### config.mk
export PLATFORM = sky130hd
export DESIGN_NAME = brdec_ras_pipe_flat
export DESIGN_NICKNAME = d
export VERILOG_FILES = /design/src/rtl/brdec_ras_pipe_if.sv /design/src/rtl/brdec_ras_pipe.sv /design/src/flat_wrapper.sv
export SDC_FILE = /design/constraint.sdc
export NUM_CORES = 2
export LEC_CHECK = 0
export CAP_MARGIN = 20
export CORE_ASPECT_RATIO = 2
export CORE_MARGIN = 1.5
export CORE_UTILIZATION = 30
export DETAILED_ROUTE_END_ITERATION = 16
export PLACE_DENSITY = 0.45
export SLEW_MARGIN = 25
export SYNTH_ARGS = -nofsm -noshare
export SYNTH_HDL_FRONTEND = slang
export SYNTH_SLANG_ARGS = --single-unit
### constraint.sdc
create_clock -name clk_i -period 11.48 [get_ports clk_i]
set_input_delay 1.148 -clock clk_i [delete_from_list [all_inputs] [get_ports clk_i]]
set_output_delay 1.148 -clock clk_i [all_outputs]
set_load 0.005 [all_outputs]
### src/rtl/brdec_ras_pipe_if.sv
// F1 -> F2 handshake bundle of the branch pre-decoder.
// slave is the decoder, master is the fetch-side driver/consumer.
interface brdec_ras_pipe_if #(
    parameter int FETCH_W   = 8,
    parameter int RAS_DEPTH = 8,
    parameter int PC_W      = 64
);
    localparam int PW = $clog2(FETCH_W);
    localparam int RW = $clog2(RAS_DEPTH);

    logic                  f1_vld_i;
    logic                  f1_rdy_o;
    logic [PC_W-1:0]       pc_f1_i;
    logic [32*FETCH_W-1:0] inst_f1_i;
    logic                  flush_vld_i;
    logic [RW-1:0]         flush_rasptr_i;
    logic                  f2_vld_o;
    logic                  f2_rdy_i;
    logic [PC_W-1:0]       pc_f2_o;
    logic                  brext_f2_o;
    logic [PW-1:0]         brpos_f2_o;
    logic [1:0]            brtyp_f2_o;
    logic [PC_W-1:0]       brtar_f2_o;
    logic [1:0]            rasctl_f2_o;
    logic [RW-1:0]         rasptr_f2_o;
    logic [FETCH_W-1:0]    instvld_f2_o;

    modport slave (
        input  f1_vld_i, pc_f1_i, inst_f1_i, flush_vld_i, flush_rasptr_i, f2_rdy_i,
        output f1_rdy_o, f2_vld_o, pc_f2_o, brext_f2_o, brpos_f2_o, brtyp_f2_o,
               brtar_f2_o, rasctl_f2_o, rasptr_f2_o, instvld_f2_o
    );

    modport master (
        output f1_vld_i, pc_f1_i, inst_f1_i, flush_vld_i, flush_rasptr_i, f2_rdy_i,
        input  f1_rdy_o, f2_vld_o, pc_f2_o, brext_f2_o, brpos_f2_o, brtyp_f2_o,
               brtar_f2_o, rasctl_f2_o, rasptr_f2_o, instvld_f2_o
    );
endinterface

### src/rtl/brdec_ras_pipe.sv
// Fetch-bundle branch pre-decoder: per-slot Alpha control-flow decode, first-branch
// select, speculative circular return-address stack and a 1-deep F2 output register.
module brdec_slot #(
    parameter int PC_W = 64
) (
    input  logic [31:0]     inst,
    input  logic [PC_W-1:0] pc,
    output logic            is_br,
    output logic [1:0]      typ,
    output logic [1:0]      ctl,
    output logic [PC_W-1:0] tar,
    output logic [PC_W-1:0] link
);
    logic [5:0]      opc;
    logic [PC_W-1:0] disp;

    always_comb begin
        opc   = inst[31:26];
        disp  = {{(PC_W-21){inst[20]}}, inst[20:0]};
        link  = pc + PC_W'(4);
        is_br = 1'b0;
        typ   = 2'b00;
        ctl   = 2'b00;
        tar   = '0;
        // 0x30..0x3F are all PC-relative branches; BR/BSR are the unconditional pair
        if (opc[5:4] == 2'b11) begin
            is_br = 1'b1;
            tar   = link + (disp << 2);
            if (opc == 6'h30) begin
                typ = 2'b01;
            end else if (opc == 6'h34) begin
                typ = 2'b01;
                ctl = 2'b01;
            end
        end else if (opc == 6'h1A) begin
            is_br = 1'b1;
            case (inst[15:14])
                2'b00:   typ = 2'b10;
                2'b01:   begin typ = 2'b10; ctl = 2'b01; end
                2'b10:   begin typ = 2'b11; ctl = 2'b10; end
                default: begin typ = 2'b11; ctl = 2'b11; end
            endcase
        end
    end
endmodule

module brdec_ras_pipe #(
    parameter int FETCH_W   = 8,
    parameter int RAS_DEPTH = 8,
    parameter int PC_W      = 64
) (
    input  logic clk_i,
    input  logic rst_i,
    brdec_ras_pipe_if.slave bus
);
    localparam int PW = $clog2(FETCH_W);
    localparam int RW = $clog2(RAS_DEPTH);
    localparam logic [RW-1:0] ONE = RW'(1);

    typedef struct packed {
        logic [PC_W-1:0]    pc;
        logic               brext;
        logic [PW-1:0]      brpos;
        logic [1:0]         brtyp;
        logic [PC_W-1:0]    brtar;
        logic [1:0]         rasctl;
        logic [RW-1:0]      rasptr;
        logic [FETCH_W-1:0] instvld;
    } f2_t;

    logic [FETCH_W-1:0]                 slot_br;
    logic [FETCH_W-1:0][1:0]            slot_typ, slot_ctl;
    logic [FETCH_W-1:0][PC_W-1:0]       slot_tar, slot_link;
    logic [RAS_DEPTH-1:0][PC_W-1:0]     ras;
    logic [RW-1:0]                      ptr;
    logic [PC_W-1:0]                    link;
    f2_t                                nxt, f2_q;
    logic                               f2_vld_q, f1_rdy, accept;

    genvar k;
    generate
        for (k = 0; k < FETCH_W; k++) begin : g_slot
            brdec_slot #(.PC_W(PC_W)) u_slot (
                .inst  (bus.inst_f1_i[32*k +: 32]),
                .pc    (bus.pc_f1_i + PC_W'(4*k)),
                .is_br (slot_br[k]),
                .typ   (slot_typ[k]),
                .ctl   (slot_ctl[k]),
                .tar   (slot_tar[k]),
                .link  (slot_link[k])
            );
        end
    endgenerate

    // Descending scan so the lowest-index branch is the last (winning) assignment
    always_comb begin
        nxt        = '0;
        nxt.pc     = bus.pc_f1_i;
        nxt.rasptr = ptr;
        link       = '0;
        for (int i = FETCH_W-1; i >= 0; i--) begin
            if (slot_br[i]) begin
                nxt.brext  = 1'b1;
                nxt.brpos  = PW'(i);
                nxt.brtyp  = slot_typ[i];
                nxt.brtar  = slot_tar[i];
                nxt.rasctl = slot_ctl[i];
                link       = slot_link[i];
            end
        end
        if (nxt.brtyp == 2'b11) nxt.brtar = ras[ptr];
        for (int i = 0; i < FETCH_W; i++)
            nxt.instvld[i] = !nxt.brext || (PW'(i) <= nxt.brpos);
    end

    assign f1_rdy = !f2_vld_q || bus.f2_rdy_i;
    assign accept = bus.f1_vld_i && f1_rdy && !bus.flush_vld_i;

    always_ff @(posedge clk_i) begin
        if (rst_i) begin
            f2_q     <= '0;
            f2_vld_q <= 1'b0;
            ptr      <= '0;
            ras      <= '0;
        end else if (bus.flush_vld_i) begin
            f2_vld_q <= 1'b0;
            ptr      <= bus.flush_rasptr_i;
        end else if (accept) begin
            f2_q     <= nxt;
            f2_vld_q <= 1'b1;
            case (nxt.rasctl)
                2'b01: begin
                    ras[ptr + ONE] <= link;
                    ptr            <= ptr + ONE;
                end
                2'b10: ptr <= ptr - ONE;
                2'b11: ras[ptr] <= link;
                default: ;
            endcase
        end else if (bus.f2_rdy_i) begin
            f2_vld_q <= 1'b0;
        end
    end

    assign bus.f1_rdy_o     = f1_rdy;
    assign bus.f2_vld_o     = f2_vld_q;
    assign bus.pc_f2_o      = f2_q.pc;
    assign bus.brext_f2_o   = f2_q.brext;
    assign bus.brpos_f2_o   = f2_q.brpos;
    assign bus.brtyp_f2_o   = f2_q.brtyp;
    assign bus.brtar_f2_o   = f2_q.brtar;
    assign bus.rasctl_f2_o  = f2_q.rasctl;
    assign bus.rasptr_f2_o  = f2_q.rasptr;
    assign bus.instvld_f2_o = f2_q.instvld;
endmodule

### src/flat_wrapper.sv
// flat-port wrapper written by rule: the top's interface ports become plain ports
module brdec_ras_pipe_flat 
#(
    parameter int FETCH_W   = 8,
    parameter int RAS_DEPTH = 8,
    parameter int PC_W      = 64
)
  (clk_i, rst_i, bus_f1_vld_i, bus_pc_f1_i, bus_inst_f1_i, bus_flush_vld_i, bus_flush_rasptr_i, bus_f2_rdy_i, bus_f1_rdy_o, bus_f2_vld_o, bus_pc_f2_o, bus_brext_f2_o, bus_brpos_f2_o, bus_brtyp_f2_o, bus_brtar_f2_o, bus_rasctl_f2_o, bus_rasptr_f2_o, bus_instvld_f2_o);
  brdec_ras_pipe_if #(.FETCH_W(FETCH_W), .RAS_DEPTH(RAS_DEPTH), .PC_W(PC_W)) bus_i ();
  input  logic clk_i;
  input  logic rst_i;
  input wire logic [$bits(bus_i.f1_vld_i)-1:0] bus_f1_vld_i;
  input wire logic [$bits(bus_i.pc_f1_i)-1:0] bus_pc_f1_i;
  input wire logic [$bits(bus_i.inst_f1_i)-1:0] bus_inst_f1_i;
  input wire logic [$bits(bus_i.flush_vld_i)-1:0] bus_flush_vld_i;
  input wire logic [$bits(bus_i.flush_rasptr_i)-1:0] bus_flush_rasptr_i;
  input wire logic [$bits(bus_i.f2_rdy_i)-1:0] bus_f2_rdy_i;
  output wire logic [$bits(bus_i.f1_rdy_o)-1:0] bus_f1_rdy_o;
  output wire logic [$bits(bus_i.f2_vld_o)-1:0] bus_f2_vld_o;
  output wire logic [$bits(bus_i.pc_f2_o)-1:0] bus_pc_f2_o;
  output wire logic [$bits(bus_i.brext_f2_o)-1:0] bus_brext_f2_o;
  output wire logic [$bits(bus_i.brpos_f2_o)-1:0] bus_brpos_f2_o;
  output wire logic [$bits(bus_i.brtyp_f2_o)-1:0] bus_brtyp_f2_o;
  output wire logic [$bits(bus_i.brtar_f2_o)-1:0] bus_brtar_f2_o;
  output wire logic [$bits(bus_i.rasctl_f2_o)-1:0] bus_rasctl_f2_o;
  output wire logic [$bits(bus_i.rasptr_f2_o)-1:0] bus_rasptr_f2_o;
  output wire logic [$bits(bus_i.instvld_f2_o)-1:0] bus_instvld_f2_o;
  assign bus_i.f1_vld_i = bus_f1_vld_i;
  assign bus_i.pc_f1_i = bus_pc_f1_i;
  assign bus_i.inst_f1_i = bus_inst_f1_i;
  assign bus_i.flush_vld_i = bus_flush_vld_i;
  assign bus_i.flush_rasptr_i = bus_flush_rasptr_i;
  assign bus_i.f2_rdy_i = bus_f2_rdy_i;
  assign bus_f1_rdy_o = bus_i.f1_rdy_o;
  assign bus_f2_vld_o = bus_i.f2_vld_o;
  assign bus_pc_f2_o = bus_i.pc_f2_o;
  assign bus_brext_f2_o = bus_i.brext_f2_o;
  assign bus_brpos_f2_o = bus_i.brpos_f2_o;
  assign bus_brtyp_f2_o = bus_i.brtyp_f2_o;
  assign bus_brtar_f2_o = bus_i.brtar_f2_o;
  assign bus_rasctl_f2_o = bus_i.rasctl_f2_o;
  assign bus_rasptr_f2_o = bus_i.rasptr_f2_o;
  assign bus_instvld_f2_o = bus_i.instvld_f2_o;
  brdec_ras_pipe #(.FETCH_W(FETCH_W), .RAS_DEPTH(RAS_DEPTH), .PC_W(PC_W)) u_core (.clk_i(clk_i), .rst_i(rst_i), .bus(bus_i));
endmodule
# After elaboration in Yosys (flattened, before gate mapping)
# Index checks and enable logic that the tools add are counted.
# word_totals
inputBits,328
out_inout_bits,149
wordCells,274
regBits,663
# op_classes
n_eq_ne,52
bitwise_logic,1
order_cmp,12
addsub,24
n_reduce_logical,40
mux,127
# op_table
operator,count
$mux W64,20
$bwmux W512,2
$pmux W512 S2,1
$mux W72,8
$add A64 B3 Y64 const B,8
$add A64 B64 Y64,8
$demux W64 S3,2
$add A64 B5 Y64 const B,4
$bmux W64 S3,1
$add A64 B4 Y64 const B,2
$eq A6 B6 Y1 const B,16
$mux W2,32
$mux W1,50
$eq A6 B5 Y1 const B,8
$pmux W2 S3,8
$eq A2 B2 Y1 const B,19
$eq A2 B1 Y1 const B,9
$reduce_or A2 Y1,9
$logic_not A2 Y1,8
$le A3 B3 Y1 const A,4
$logic_or A1 B1 Y1,9
$lt A3 B4 Y1 const B,2
$ge A3 B1 Y1 const B,2
$le A1 B3 Y1 const A,2
other kinds (12),22

# Logic depth before layout (Yosys ltp)
# logic_depth
ltp_word,17
mapped_depth,30
mapped_depth_nobuf,25

# Cells and area by module
# From an unflattened synthesis, not the netlist that was laid out.
# unflattened
cells_unflattened,12283
hier_area_um2,87395.1
# modules_own_cells
module,area_each_um2,cells_per_inst,seq_area_each_um2,instances
brdec_ras_pipe,44801.7,5861,13272.7,1
brdec_slot (u_core.g_slot[0].u_slot ...),5372.7,807,0.0,5
brdec_slot (u_core.g_slot[7].u_slot),5273.8,799,0.0,1
brdec_slot (u_core.g_slot[5].u_slot),5230.0,803,0.0,1
brdec_slot (u_core.g_slot[6].u_slot),5226.3,785,0.0,1

# Worst setup path before layout
# Ideal clock, no wire load.
# synth_path
kind,input -> register
from,input bus_pc_f1_i[2]
to,"register u_core.f2_q, in the netlist u_core.bus.brtar_f2_o[63]"
cell_stages,28
t_arrival_ns,7.774
slack_ns,3.579
cell_sequence,clkbuf_1 clkbuf_1 inv_1 ha_1 clkbuf_1 nor2b_1 o2111a_1 o21ai_0 nor4_1 and4_1 clkbuf_1 or3b_2 clkbuf_1 nor3_2 and2_1 xnor2_1 ha_1 nand2_1 o21ai_0 a221o_1 a221o_1 a31o_2 a31o_2 a2111oi_0 o21bai_1 xnor2_1 a211oi_1 a31oi_1
# synth_between
elab_chain_cells,13
word_cells_on_any_way,39
classes_between,22 x add/sub; 17 x mux
# synth_rtl
element,line_no,text
from (decl),flat_wrapper.sv:13,input wire logic [$bits(bus_i.pc_f1_i)-1:0] bus_pc_f1_i;
$add A64 B5 Y64,brdec_ras_pipe.sv:85,".pc (bus.pc_f1_i + PC_W'(4*k)),"
$add A64 B3 Y64,brdec_ras_pipe.sv:20,link = pc + PC_W'(4);
$add A64 B64 Y64,brdec_ras_pipe.sv:28,tar = link + (disp << 2);
$mux W64,brdec_ras_pipe.sv:26,if (opc[5:4] == 2'b11) begin
$mux W72 (7 in series),brdec_ras_pipe.sv:102,if (slot_br[i]) begin
$mux W72 *,brdec_ras_pipe.sv:102,
$mux W64 *,brdec_ras_pipe.sv:111,if (nxt.brtyp == 2'b11) nxt.brtar = ras[ptr];
to (signal assigned),brdec_ras_pipe.sv:129,f2_q <= nxt;
to (decl),brdec_ras_pipe.sv:77,"f2_t nxt, f2_q;"
# Every way passes the cells marked *; elsewhere a longest branch is shown, timed or not.
# A chain may end at the register's enable or synchronous reset.

# Final worst setup path
# layout_path
from,input bus_pc_f1_i[7]
to,"register u_core.f2_q, in the netlist u_core.bus.brtar_f2_o[63]"
# Same word-level chain as after synthesis.

==> flow_metrics.env <==
export IMPL_syn_nets=11230
export IMPL_gp_congestion=1.085
export IMPL_ctsHoldBuffers=0
export IMPL_start_kind="input port"
export IMPL_synth_area_leaders="dfxtp_1, ha_1, a21oi_1"
export IMPL_finalHoldViolCount=0
export IMPL_maxSlewHeadroom_pct=16.72
export IMPL_ys_warn_count=0
export IMPL_synth_top_area_share_pct=18.12
export IMPL_cts_resized=0
export IMPL_dr_pass1_iters=8
export IMPL_grt_start_max_net_pins=170
export IMPL_maxCapViolCount=0
export IMPL_cts_made_buffers=70
export IMPL_ys_seq_area_share_pct=18.12
export IMPL_postSynth_asyncResetShare_pct=0
export IMPL_postPlaceCellArea_um2=82220
export IMPL_portBuffers=436
export IMPL_drt_iter0_markers=8575
export IMPL_clockPowerShare_pct=28.7
export IMPL_wl_met1_um=180500
export IMPL_cts_root_buf="clkbuf_16"
export IMPL_remaining_drc_errors=0
export IMPL_hold_path_class="flip-flop to flip-flop"
export IMPL_num_rows=256
export IMPL_wl_met3_um=30370
export IMPL_grt_overflow=0
export IMPL_worstMarginPinSlew_ns=1.245
export IMPL_synth_cells=10380
export IMPL_worstPathArrival_ns=10.15
export IMPL_synth_common_cells="nand2_1, a21oi_1, nor2_1"
export IMPL_cp_required_ns=12.09
export IMPL_final_min_clock_period_ns=9.542
export IMPL_clk_latency_ns=0.77
export IMPL_synth_edf_count=0
export IMPL_final_cell_area_um2=84910
export IMPL_ys_ff_latch=663
export IMPL_clock_sinks=663
export IMPL_clkSlewWorstSetupHoldPaths_ns=0.08
export IMPL_worstSetupEndpointType="flip-flop"
export IMPL_wl_um=531000
export IMPL_initial_core_util_pct=30.16
export IMPL_post_route_util_pct=34.97
export IMPL_die_y_um=701.7
export IMPL_p_leak_nw=30.54
export IMPL_critPathKind="input port to flip-flop"
export IMPL_nets=11360
export IMPL_setup_violations=0
export IMPL_cp_max_fo=16
export IMPL_yosys_cell_count_top_type="nand2_1"
export IMPL_die_area_um2=247300
export IMPL_peakVddDrop_v=0.0001412
export IMPL_cts_setup_buffers=0
export IMPL_p_seq_share_pct=26.9
export IMPL_p_per_area_nw_per_um2=104.3
export IMPL_ant_nets=0
export IMPL_layout_drive_gt1_share_pct=8.116
export IMPL_power_internal_w=0.004945
export IMPL_cts_tree="yes"
export IMPL_synth_area_um2=73230
export IMPL_wl_met2_um=257900
export IMPL_chipWidth_um=352.4
export IMPL_ios=477
export IMPL_h_tree_depth=3
export IMPL_avgViaCountPerCell=6.289
export IMPL_cts_buffer_depth=3
export IMPL_p_sw_w=0.003911
export IMPL_finalSetupTns_ns=0
export IMPL_total_power_w=0.008856
export IMPL_synthDistinctLibCells=101
export IMPL_dp_hpwl_um=428500
export IMPL_min_period_over_period_pct=83.11
export IMPL_num_vias=86980
export IMPL_rsz0062_at_grt="no"
export IMPL_wl_per_cell_um=38.40
export IMPL_synth_top_area_cell="dfxtp_1"
export IMPL_grt_pass1_wl_um=710200
export IMPL_antenna_found_initial=44
export IMPL_slew_violations=0
export IMPL_area_delta_synth_final_pct=15.94
export IMPL_netSwitchingFraction_pct=44.16
export IMPL_first_global_vias=85200
export IMPL_hold_worst_slack_ns=0.4481
export IMPL_combPwrFrac_pct=44.4
export IMPL_core_area_um2=242800
export IMPL_run_status="complete, no violations"
export IMPL_track_usage_pct=41.32
export IMPL_clock_fmax_mhz=104.8
export IMPL_routed_top_layer="met5"
export IMPL_ys_flop_type="dfxtp_1"
export IMPL_synth_area_per_cell_um2=7.053
export IMPL_fin_skew_ns=0.07987
-- per-layer routing --
metal	up-vias	track usage, %
met2	4355	72.15
met3	1459	6.117
met4	26	40.52
li1	38410	-
met1	42740	41.61
met5	-	0
-- final cells by class --
type	instances	area, µm²
fillers	26660	157900
clock buffers	101	2038
well taps	3225	4035
diodes	33	82.58
clock inverters	27	380.4
flip-flops and latches	663	13280
repair buffers	849	7577
multi-input cells	8739	56780
inverters	193	724.4
-- final timing paths --
check                                           end  depth (start not counted)  slack (ns)                          from
max          u_core.bus.brtar_f2_o[63]$_SDFFE_PP0P_                         22        1.94                bus_pc_f1_i[7]
min                    u_core.ras[342]$_SDFFE_PP0P_                          2        0.45  u_core.ras[342]$_SDFFE_PP0P_
max reg2reg            u_core.ras[332]$_SDFFE_PP0P_                          8        7.08    u_core.ptr[1]$_SDFFE_PP0P_
min reg2reg            u_core.ras[342]$_SDFFE_PP0P_                          2        0.45  u_core.ras[342]$_SDFFE_PP0P_
-- state kept, by name, indices dropped and copies added, names as in the netlist --
name / cells
u_core.bus.rasptr_f2_o: 3
u_core.bus.brtyp_f2_o: 2
u_core.ptr: 3
u_core.bus.rasctl_f2_o: 2
u_core.bus.brext_f2_o: 1
u_core.ras: 512
u_core.bus.pc_f2_o: 64
u_core.bus.f2_vld_o: 1
u_core.bus.brpos_f2_o: 3
u_core.bus.brtar_f2_o: 64
u_core.bus.instvld_f2_o: 8
-- through the flow --
stage	cells	setup slack, ns
final	13830	1.938
after global routing	13800	1.711
after CTS	13790	2.163
after detailed placement	13660	1.440
after global placement	13660	1.387
after floorplan	10380	3.579
-- worst max-delay path, cell delays in order --
cell	delay, ns
clkdlybuf4s50_1	1.02
nand3_1	0.68
nor4_1	0.71
nand3_1	0.17
xnor2_1	0.71
nand4_1	0.63
or4_1	0.96
or3_1	0.52
xnor2_1	0.22
ha_1	0.37
a21oi_1	0.19
o21ai_0	0.11
a21oi_1	0.27
o21ai_0	0.27
a221o_1	0.39
a31o_2	0.29
a31o_2	0.30
a2111oi_0	0.49
o21bai_1	0.17
xnor2_1	0.16
a211oi_1	0.23
a31oi_1	0.10
-- logic make-up after synthesis --
group	count (synthesis)	synth area share [%]
simple gates	3644	22.74
compound gates	3495	30.85
buf+inv	981	5.125
xor+xnor	894	10.69
flops	663	18.12
fa+ha+maj	514	8.864
mux	192	3.612
-- cells in the final DEF, fill, tap and decap left out, types with 82 or more instances in the layout --
cell	synthesis	final
a221oi_1	113	113
buf_4	7	392
nand3_1	211	209
clkdlybuf4s50_1	0	424
a31oi_1	112	110
ha_1	506	506
a211oi_1	356	353
mux2i_1	82	82
a21o_1	254	253
a21oi_1	1139	1131
nand2_1	1391	1385
nand4_1	218	218
dfxtp_1	663	660
xnor2_1	580	578
o21bai_1	94	92
o22ai_1	124	124
o21ai_0	560	552
nor3_1	207	194
nor2_1	1033	1008
xor2_1	314	313
inv_1	182	181
-- power groups by stage --
stage	Combinational (W)	Clock (W)	Sequential, W
global placement	0.00380	0	0.00243
finish	0.00393	0.00254	0.00238
global route	0.00409	0.00266	0.00238
floorplan	0.00215	0	0.00241
CTS	0.00381	0.00260	0.00238
detailed placement	0.00379	0	0.00243
Note: power is estimated with default switching activity, not from simulation.
